==> src/rtl/zero_random_scheduler_pkg.sv <==
// Shared types and helpers for the zero-sharing random scheduler.
package aes128_package;

  localparam int unsigned DEFAULT_BIT_WIDTH = 2;

  typedef logic [DEFAULT_BIT_WIDTH-1:0] rand_word_t;

  // Random elements needed per refresh word; 0 flags an unsupported share count.
  function automatic int unsigned num_zero_words(int unsigned num_shares);
    case (num_shares)
      2:       return 1;
      3:       return 2;
      4, 5:    return num_shares;
      default: return 0;
    endcase
  endfunction

endpackage

==> src/rtl/zero_random_scheduler_rr_arbiter.sv <==
// Round-robin arbiter: first requester at or after the pointer wins.
module rr_arbiter
  import aes128_package::*;
#(
  parameter int NUM_CLIENTS = 3,
  localparam int IDX_W = (NUM_CLIENTS > 1) ? $clog2(NUM_CLIENTS) : 1
) (
  input  logic [NUM_CLIENTS-1:0] request,
  input  logic [IDX_W-1:0]       pointer,
  output logic [NUM_CLIENTS-1:0] grant,
  output logic [IDX_W-1:0]       index,
  output logic                   valid
);

  always_comb begin
    int c;
    grant = '0;
    index = '0;
    valid = 1'b0;
    c     = 0;
    for (int k = 0; k < NUM_CLIENTS; k++) begin
      c = int'(pointer) + k;
      if (c >= NUM_CLIENTS) c = c - NUM_CLIENTS;
      if (!valid && request[IDX_W'(c)]) begin
        valid               = 1'b1;
        grant[IDX_W'(c)]    = 1'b1;
        index               = IDX_W'(c);
      end
    end
  end

endmodule

==> src/rtl/zero_random_scheduler.sv <==
// Buffers random words and hands each one to exactly one requesting client.
// Optional ZERO_SCHED_STALL_COUNT_EN adds a saturating starved-request counter.
module zero_random_scheduler
  import aes128_package::*;
#(
  parameter int NUM_SHARES  = 2,
  parameter int BIT_WIDTH   = 2,
  parameter int NUM_CLIENTS = 3,
  parameter int FIFO_DEPTH  = 4,
  localparam int NUM_NEEDED = int'(num_zero_words(NUM_SHARES)),
  localparam int WORD_W     = ((NUM_NEEDED > 0) ? NUM_NEEDED : 1) * BIT_WIDTH
) (
  input  logic                   in_clock,
  input  logic                   in_reset,
  input  logic [WORD_W-1:0]      in_rand_data,
  input  logic                   in_rand_valid,
  output logic                   out_rand_ready,
  input  logic [NUM_CLIENTS-1:0] in_request,
  output logic [NUM_CLIENTS-1:0] out_grant,
  output logic [WORD_W-1:0]      out_random,
`ifdef ZERO_SCHED_STALL_COUNT_EN
  output logic [15:0]            out_stall_count,
`endif
  output logic                   out_empty
);

  localparam int PTR_W = $clog2(FIFO_DEPTH);
  localparam int CNT_W = PTR_W + 1;
  localparam int IDX_W = (NUM_CLIENTS > 1) ? $clog2(NUM_CLIENTS) : 1;

  if (NUM_NEEDED == 0) begin : g_bad_shares
    $error("zero_random_scheduler: unsupported NUM_SHARES");
  end
  if (FIFO_DEPTH < 2 || (FIFO_DEPTH & (FIFO_DEPTH - 1)) != 0) begin : g_bad_depth
    $error("zero_random_scheduler: FIFO_DEPTH must be a power of two >= 2");
  end
  if (NUM_CLIENTS < 2) begin : g_bad_clients
    $error("zero_random_scheduler: NUM_CLIENTS must be >= 2");
  end

  logic [WORD_W-1:0]      mem [FIFO_DEPTH];
  logic [PTR_W-1:0]       wr_ptr, rd_ptr;
  logic [CNT_W-1:0]       count;
  logic [IDX_W-1:0]       rr_ptr, win_idx;
  logic [NUM_CLIENTS-1:0] win_onehot;
  logic                   win_valid, push, pop;

  // Ready looks only at the registered count, so a pop never frees a slot in the same cycle.
  assign out_rand_ready = (count != CNT_W'(FIFO_DEPTH)) && in_reset;
  assign out_empty      = (count == '0);
  assign push           = in_rand_valid && out_rand_ready;
  assign pop            = win_valid && !out_empty;

  rr_arbiter #(.NUM_CLIENTS(NUM_CLIENTS)) u_arb (
    .request (in_request),
    .pointer (rr_ptr),
    .grant   (win_onehot),
    .index   (win_idx),
    .valid   (win_valid)
  );

  always_ff @(posedge in_clock) begin
    if (push) mem[wr_ptr] <= in_rand_data;
  end

  always_ff @(posedge in_clock or negedge in_reset) begin
    if (!in_reset) begin
      wr_ptr     <= '0;
      rd_ptr     <= '0;
      count      <= '0;
      rr_ptr     <= '0;
      out_grant  <= '0;
      out_random <= '0;
    end else begin
      if (push) wr_ptr <= wr_ptr + PTR_W'(1);
      case ({push, pop})
        2'b10:   count <= count + CNT_W'(1);
        2'b01:   count <= count - CNT_W'(1);
        default: count <= count;
      endcase
      if (pop) begin
        out_grant  <= win_onehot;
        out_random <= mem[rd_ptr];
        rd_ptr     <= rd_ptr + PTR_W'(1);
        rr_ptr     <= (win_idx == IDX_W'(NUM_CLIENTS - 1)) ? '0 : win_idx + IDX_W'(1);
      end else begin
        out_grant  <= '0;
        out_random <= '0;
      end
    end
  end

`ifdef ZERO_SCHED_STALL_COUNT_EN
  logic [15:0] stall_q;

  always_ff @(posedge in_clock or negedge in_reset) begin
    if (!in_reset) begin
      stall_q <= '0;
    end else if (|in_request && out_empty && stall_q != 16'hFFFF) begin
      stall_q <= stall_q + 16'd1;
    end
  end

  assign out_stall_count = stall_q;
`endif

endmodule

==> config.mk <==
export PLATFORM = sky130hd
export DESIGN_NAME = zero_random_scheduler
export DESIGN_NICKNAME = d
export VERILOG_FILES = /design/src/rtl/zero_random_scheduler_pkg.sv /design/src/rtl/zero_random_scheduler_rr_arbiter.sv /design/src/rtl/zero_random_scheduler.sv
export SDC_FILE = /design/constraint.sdc
export NUM_CORES = 1
export LEC_CHECK = 0
export ABC_AREA = 1
export CORE_MARGIN = 2
export CORE_UTILIZATION = 33
export CTS_CLUSTER_SIZE = 16
export DETAILED_ROUTE_END_ITERATION = 8
export PLACE_DENSITY = 0.55
export SLEW_MARGIN = 15
export SYNTH_ARGS = -nofsm -noshare
export SYNTH_HDL_FRONTEND = slang
export SYNTH_SLANG_ARGS = --single-unit
==> constraint.sdc <==
create_clock -name in_clock -period 3.3 [get_ports in_clock]
set_input_delay 0.495 -clock in_clock [delete_from_list [all_inputs] [get_ports in_clock]]
set_output_delay 0.495 -clock in_clock [all_outputs]
set_load 0.03 [all_outputs]
==> results of run 1 <==
==> cell usage in the layout (no fill, tap or decap) <==
cell type,Yosys,final
nor3_1,1,1
nand3_4,1,1
nor2_1,22,22
buf_4,0,2
nand3_1,11,11
inv_1,22,22
o21ai_4,1,1
xnor2_1,1,1
clkdlybuf4s50_1,0,14
dfrtp_1,14,14
o21ai_0,9,9
xor2_1,2,2
edfxtp_1,8,8
ha_1,9,9
fa_1,1,1
a21oi_1,5,5
a21boi_0,1,1
clkbuf_8,0,4
nand2_4,2,2
xor2_2,1,1
nand2_1,21,21
inv_2,2,2
o21ai_1,2,2
o21ai_2,1,1
==> final cells by class <==
cell class | instances | area (um^2) | area share (%)
clock buffers | 4 | 55.05 | 3.670
inverters | 24 | 90.09 | 6.005
flip-flops and latches | 22 | 590.6 | 39.37
repair buffers | 16 | 155.1 | 10.34
well taps | 48 | 60.06 | 4.003
multi-input cells | 91 | 549.3 | 36.61
==> worst max-delay path: cells and delay by family, from the launching register on <==
family,cells,cell delay (ns)
flops,1,0.40
simple gates,4,0.30
xor+xnor,1,0.15
fa+ha+maj,3,0.89
compound gates,3,0.32
buf+inv,4,0.37
==> through the flow <==
step	instance area (um^2)	cells	power (mW)	hold slack, ns	setup WS (ns)
finish	1500	205	1.500	0.5129	0.7772
floorplan	1241	138	1.120	0.1994	0.6790
global route	1500	205	1.668	0.5359	0.5037
CTS	1500	205	1.512	0.5150	0.7656
global placement	1445	201	1.310	0.4903	0.6659
detailed placement	1445	201	1.317	0.4990	0.5745
==> report_power, final <==
part	switching, mW	leakage [nW]	internal [mW]
combinational	0.537	0.431	0.334
clock	0.0802	0.0288	0.106
sequential	0.0594	0.244	0.383
==> final timing paths <==
check / endpoint / startpoint
worst max-delay path: count[2] / rr_ptr[0]
min in group asynchronous: out_grant[2] / in_reset
worst min-delay path: count[0] / count[0]
worst max register to register: count[2] / rr_ptr[0]
worst min register to register: count[0] / count[0]
max in group asynchronous: rr_ptr[1] / in_reset
==> flip-flops by register name (all words and copies together), names as in the netlist <==
register / flops
rd_ptr: 2
out_grant: 3
count: 3
wr_ptr: 2
out_random: 2
rr_ptr: 2
mem: 8
==> cells by family after synthesis <==
logic type	Yosys count	synth area share (%)
xor+xnor	4	3.428
compound gates	19	9.073
fa+ha+maj	10	10.69
simple gates	58	21.07
flops	22	47.58
buf+inv	25	8.166
==> layer usage <==
metal,vias up,routed length (um)
met2,34,955
li1,473,-
met1,396,979
met5,-,0
met3,2,128
met4,0,13
==> metrics.txt, run 1 <==
count of distinct cell types in the synthesized netlist=22; Least-Margin Pin Slew=0.3089 ns; FMAX=396.4 MHz; clock root buffer=clkbuf_8; cells after synthesis=138; proportion of netlist area held by the largest area contributor=28.23%; routing usage on met2=18.11%; clk buf depth=2; pins over their slew limit=0; total number of vias=905; hold crit path type=flop to flop; global placer's final weighted congestion=0.8638; clock buffers created by TritonCTS=3; final period utilization=76.45%; Top Ports=15; insertion delay of the later-clocked pin in the worst-skew pair=0.26 ns; first-pass GRT wire length=3801 um; critical path required time=3.44 ns; overall routed net length=2077 um; Worst Setup End Kind=flop; area of the placeable core=0.003633 mm^2; top cells by area in the synthesized netlist=dfrtp_1 (28%), edfxtp_1 (19%), ha_1 (9.1%); master of the slowest instance on the critical path=dfrtp_1; final standard cell utilization of the core=41.29%; First-pass DRT Iterations=4; setup TNS=0 ns; site row count=22; Post-Synthesis Mean Instance Area=8.994 um^2; Static Leakage=0.7036 nW; launching element type of the critical path=flop; average wire per cell in the routed design=10.13 um; number of instances on the worst hold path=1; skew final=0.006098 ns; via count of the first global-routing pass=893; post-layout net count=176; Final Hold Violating Endpoints=0; critical path class=flop to flop; number of flops mapped to enable cells by yosys=8; share of synthesized flip-flops with an asynchronous set or reset=63.64%; area grow syn2layout=20.87%; clock tree from TritonCTS=yes; top cells by instance count after synthesis=inv_1 (22), nor2_1 (22), nand2_1 (21); detailed-route DRC error count=0; dominant cell type by area after synthesis=dfrtp_1; Post-CTS Setup Bufs=0; run status=complete, no violations; detail-routed via count per cell=4.415; antenna violations before repair=0; Worst Path Max Fanout=5; arrival time at the worst endpoint=2.66 ns; fill cell instance count of the final layout=382; Worst slew margin=79.34%; initial cell density of the core=34.16%; share of layout cells above drive strength 1=8.917%; Die Width=65.33 um; ratio of total power to cell area=999.6 mW/mm^2; 1st-iter DRT viols=27; clock sink count=22; unrepaired setup endpoints after global routing=false; overall routing resource usage=11.33%; total gr overflow=0; met3 capacity usage during global routing=3.938%; endpoints failing setup=0; Post-Synthesis Net Count=156; shortest clock period the worst path allows after layout=2.523 ns; global routing's busiest layer=met2; full die area=0.004268 mm^2; met1 demand-to-capacity share in global routing=15.22%; critical path's largest stage delay=0.40 ns; flop-to-flop setup slack=0.78 ns; sequential-to-total area share from yosys stat=47.58%; flops & latches, synth=22; Ant. Diodes=0; number of buffers added on ports=14; Post-Syn Area=0.001241 mm^2; HPWL after detailed placement=1624 um; clock transition at the registers of the reported paths=0.08 ns; cts repair resizes=0; depth of the CTS H-tree=1; most common flop cell mapped by yosys=dfrtp_1; Yosys warnings=0; pin count of the biggest net entering global routing=15; die outline height=65.33 um; number of max-capacitance violations reported=0; number of buffers added to fix hold violations after cts=0; Max rail drop VDD=0.0004498 V; number of cells traversed by the worst register-to-register path=15; post-route ant nets=0; list of cells traversed by the critical path=inv_1 > ha_1 > inv_2 > nand2_1 > nand3_1 > nand2_1 > nand2_1 > o21ai_2 > inv_1 > ha_1 > inv_1 > fa_1 > a21oi_1 > o21ai_0 > xor2_1
(Power assumes the default switching activity.)
==> inputs of run 2 (changes only) <==
clock period = 2.6 ns   (was 3.3 ns; I/O delays follow)
==> run 2 against run 1 <==
Via count increased by 0.22%. Sequential share of layout area decreased by 0.13 points. Maximum frequency up 3.0%. Count of clock-buffer cells in the layout did not move. Hold slack worse by 0.013 ns. Clock skew decreased by 0.0035 ns. Wire length is 5.1% higher. Sequential power increased by 27%. Critical endpoint unchanged. Largest power group unchanged.
==> metrics.txt, run 2 (same netlist as run 1, synthesis figures left out) <==
detailed-route DRC error count=0 (unchanged); number of max-capacitance violations reported=0 (unchanged); number of cells traversed by the worst register-to-register path=15 (unchanged); clk buf depth=2 (unchanged); run status=complete, no violations (unchanged); Top Ports=15 (unchanged); master of the slowest instance on the critical path=dfrtp_1 (unchanged); die outline height=65.33 um (unchanged); launching element type of the critical path=flop (unchanged); Worst R2R Start=rr_ptr[0] (unchanged); clock network fraction of total power=11.2% (was 12.4%); 1st-iter DRT viols=39 (was 27); First-pass DRT Iterations=6 (was 4); antenna violations before repair=0 (unchanged); clock tree from TritonCTS=yes (unchanged); HPWL after detailed placement=1719 um (was 1624 um); Worst Path Max Fanout=5 (unchanged); final period utilization=94.24% (was 76.45%); FMAX=408.1 MHz (was 396.4 MHz); pins over their slew limit=0 (unchanged); endpoints failing setup=0 (unchanged); crit-path leading delay family=adder cells (unchanged); unrepaired setup endpoints after global routing=false (unchanged); Static Leakage=0.7045 nW (was 0.7036 nW); full die area=0.004268 mm^2 (unchanged); clock transition at the registers of the reported paths=0.08 ns (about the same); list of cells traversed by the critical path=inv_2 > ha_2 > inv_2 > nand2_1 > nand3_1 > nand2_1 > nand2_1 > o21ai_2 > inv_1 > ha_1 > inv_1 > fa_1 > a21oi_1 > o21ai_1 > xor2_1 (was inv_1 > ha_1 > inv_2 > nand2_1 > nand3_1 > nand2_1 > nand2_1 > o21ai_2 > inv_1 > ha_1 > inv_1 > fa_1 > a21oi_1 > o21ai_0 > xor2_1); Final Hold Violating Endpoints=0 (unchanged); final standard cell utilization of the core=41.43% (was 41.29%); Switching Share=45.62% (was 45.11%); insertion delay of the later-clocked pin in the worst-skew pair=0.26 ns (about the same); register containing the most flip-flops in the final layout=mem (unchanged); Buffers & Inverters on Critical Path=4 (unchanged); detail-routed via count per cell=4.382 (was 4.415); Sw Pwr=881.2 uW (was 676.4 uW); pin count of the biggest net entering global routing=15 (unchanged); first-pass GRT wire length=3691 um (was 3801 um); critical path required time=2.75 ns (was 3.44 ns); register area=590.6 um^2 (unchanged); Gate power share=59.7% (was 58.0%); area grow syn2layout=21.27% (was 20.87%); Least-Margin Pin Slew=0.3002 ns (was 0.3089 ns); global placer's final weighted congestion=0.7993 (was 0.8638); area of the placeable core=0.003633 mm^2 (unchanged); Reg-to-Reg End=count[2] (unchanged); arrival time at the worst endpoint=2.60 ns (was 2.66 ns); leading cell type in the layout, fill and taps excluded=nor2_1; area used by multi-input combinational logic=551.8 um^2 (was 549.3 um^2); proportion of power drawn by flip-flops and latches=29.0% (was 29.5%); number of flip-flops in the largest register=8 (unchanged); overall routed net length=2183 um (was 2077 um); P_int=1.050 mW (was 823.1 uW); shortest clock period the worst path allows after layout=2.450 ns (was 2.523 ns); average wire per cell in the routed design=10.55 um (was 10.13 um); fill cell instance count of the final layout=373 (was 382); clock root buffer=clkbuf_8 (unchanged); clock sink count=22 (unchanged); Die Width=65.33 um (unchanged); site row count=22 (unchanged); post-layout net count=178 (was 176); Max rail drop VDD=0.0005478 V (was 0.0004498 V); clock buffers created by TritonCTS=3 (unchanged); share of layout cells above drive strength 1=11.32% (was 8.917%); hold crit path type=input pin to asynchronous set/reset pin (was flop to flop); via count of the first global-routing pass=863 (was 893); critical path class=flop to flop (unchanged); flop-to-flop setup slack=0.15 ns (was 0.78 ns); critical path's largest stage delay=0.42 ns (was 0.40 ns); Worst slew margin=79.81% (was 79.34%); ratio of total power to cell area=1283 mW/mm^2 (was 999.6 mW/mm^2); Ant. Diodes=0 (unchanged); skew final=0.002616 ns (was 0.006098 ns); total number of vias=907 (was 905); number of buffers added on ports=14 (unchanged); post-route ant nets=0 (unchanged); total gr overflow=0 (unchanged); setup TNS=0 ns (unchanged); cell seen most often among critical-path stages=nand2_1; initial cell density of the core=34.16% (unchanged); top library cells by usage in the layout, fill and taps aside=nor2_1 (22), inv_1 (21), nand2_1 (21), dfrtp_1 (14), clkdlybuf4s50_1 (13) (was nor2_1 (22), inv_1 (22), nand2_1 (21), dfrtp_1 (14), clkdlybuf4s50_1 (14)); depth of the CTS H-tree=1 (unchanged); registers with the most flip-flops=mem: 8 flops, count: 3 flops, out_grant: 3 flops (unchanged); Worst Setup End Kind=flop (unchanged); overall routing resource usage=11.52% (was 11.33%)
[run 2: cell types whose count changed in the layout (fill, tap and decap cells not counted), sizes merged]
cell           previous run  this run
clkdlybuf4s50            14        13
buf                       2         5
[run 2: area by class of cell]
class                           count  share of cell area [%]
Clock buffer                        4                   2.993
Inverter                           24                   5.985
Multi-Input combinational cell     91                   36.66
Sequential cell                    22                   39.24
Tap cell                           48                   3.990
Timing Repair Buffer               18                   11.14
[run 2: through the flow]
step,instance area (um^2),setup slack [ns],hold WS [ns],power (mW),std cells
2_1_floorplan,1241,0.07246,0.09441,1.422,138
3_3_place_gp,1458,0.1070,0.4896,1.682,203
3_5_place_dp,1458,0.001492,0.4929,1.709,203
4_1_cts,1503,0.07064,0.4998,1.938,207
5_1_grt,1505,0.005885,0.5057,2.131,207
6_report,1505,0.1499,0.5003,1.932,207
[run 2: repair_timing]
item                       4_1_cts  5_1_grt
setup endpoints to repair        0        1
gates resized for setup          0        3
buffers inserted                 0        0
hold buffers                     0        0
[run 2: worst max path at each step]
stage / cells after the start / start / slack, ns / end
2_1_floorplan: 7 / count[0] / 0.07 / count[1]
3_3_place_gp: 13 / in_request[2] / 0.11 / count[2]
3_5_place_dp: 13 / in_request[2] / 0.001 / count[2]
4_1_cts: 15 / rr_ptr[0] / 0.07 / count[2]
5_1_grt: 15 / rr_ptr[0] / 0.006 / count[2]
6_report: 15 / rr_ptr[0] / 0.15 / count[2]
[run 2: per-layer routing]
metal / up-vias / global-route usage, % / share of wire (%)
li1: 473 / - / -
met1: 399 / 13.60 / 47
met2: 29 / 19.26 / 46
met3: 6 / 3.767 / 4.8
met4: 0 / 4.688 / 2.1
met5: - / 0 / 0
[run 2: worst register-to-register path, stage by stage (launching register included)]
cell and delay (ns):
dfrtp_1 0.42, inv_2 0.09, ha_2 0.30, inv_2 0.10, nand2_1 0.07, nand3_1 0.09
nand2_1 0.07, nand2_1 0.08, o21ai_2 0.06, inv_1 0.08, ha_1 0.15, inv_1 0.07
fa_1 0.39, a21oi_1 0.15, o21ai_1 0.09, xor2_1 0.14
[run 2: power by group through the flow]
stage | logic [mW] | clock network (mW) | registers (mW)
finish | 1.15 | 0.217 | 0.561
global route | 1.30 | 0.249 | 0.578
CTS | 1.15 | 0.231 | 0.560
detailed placement | 1.14 | 0 | 0.567
global placement | 1.12 | 0 | 0.563
floorplan | 0.814 | 0 | 0.608
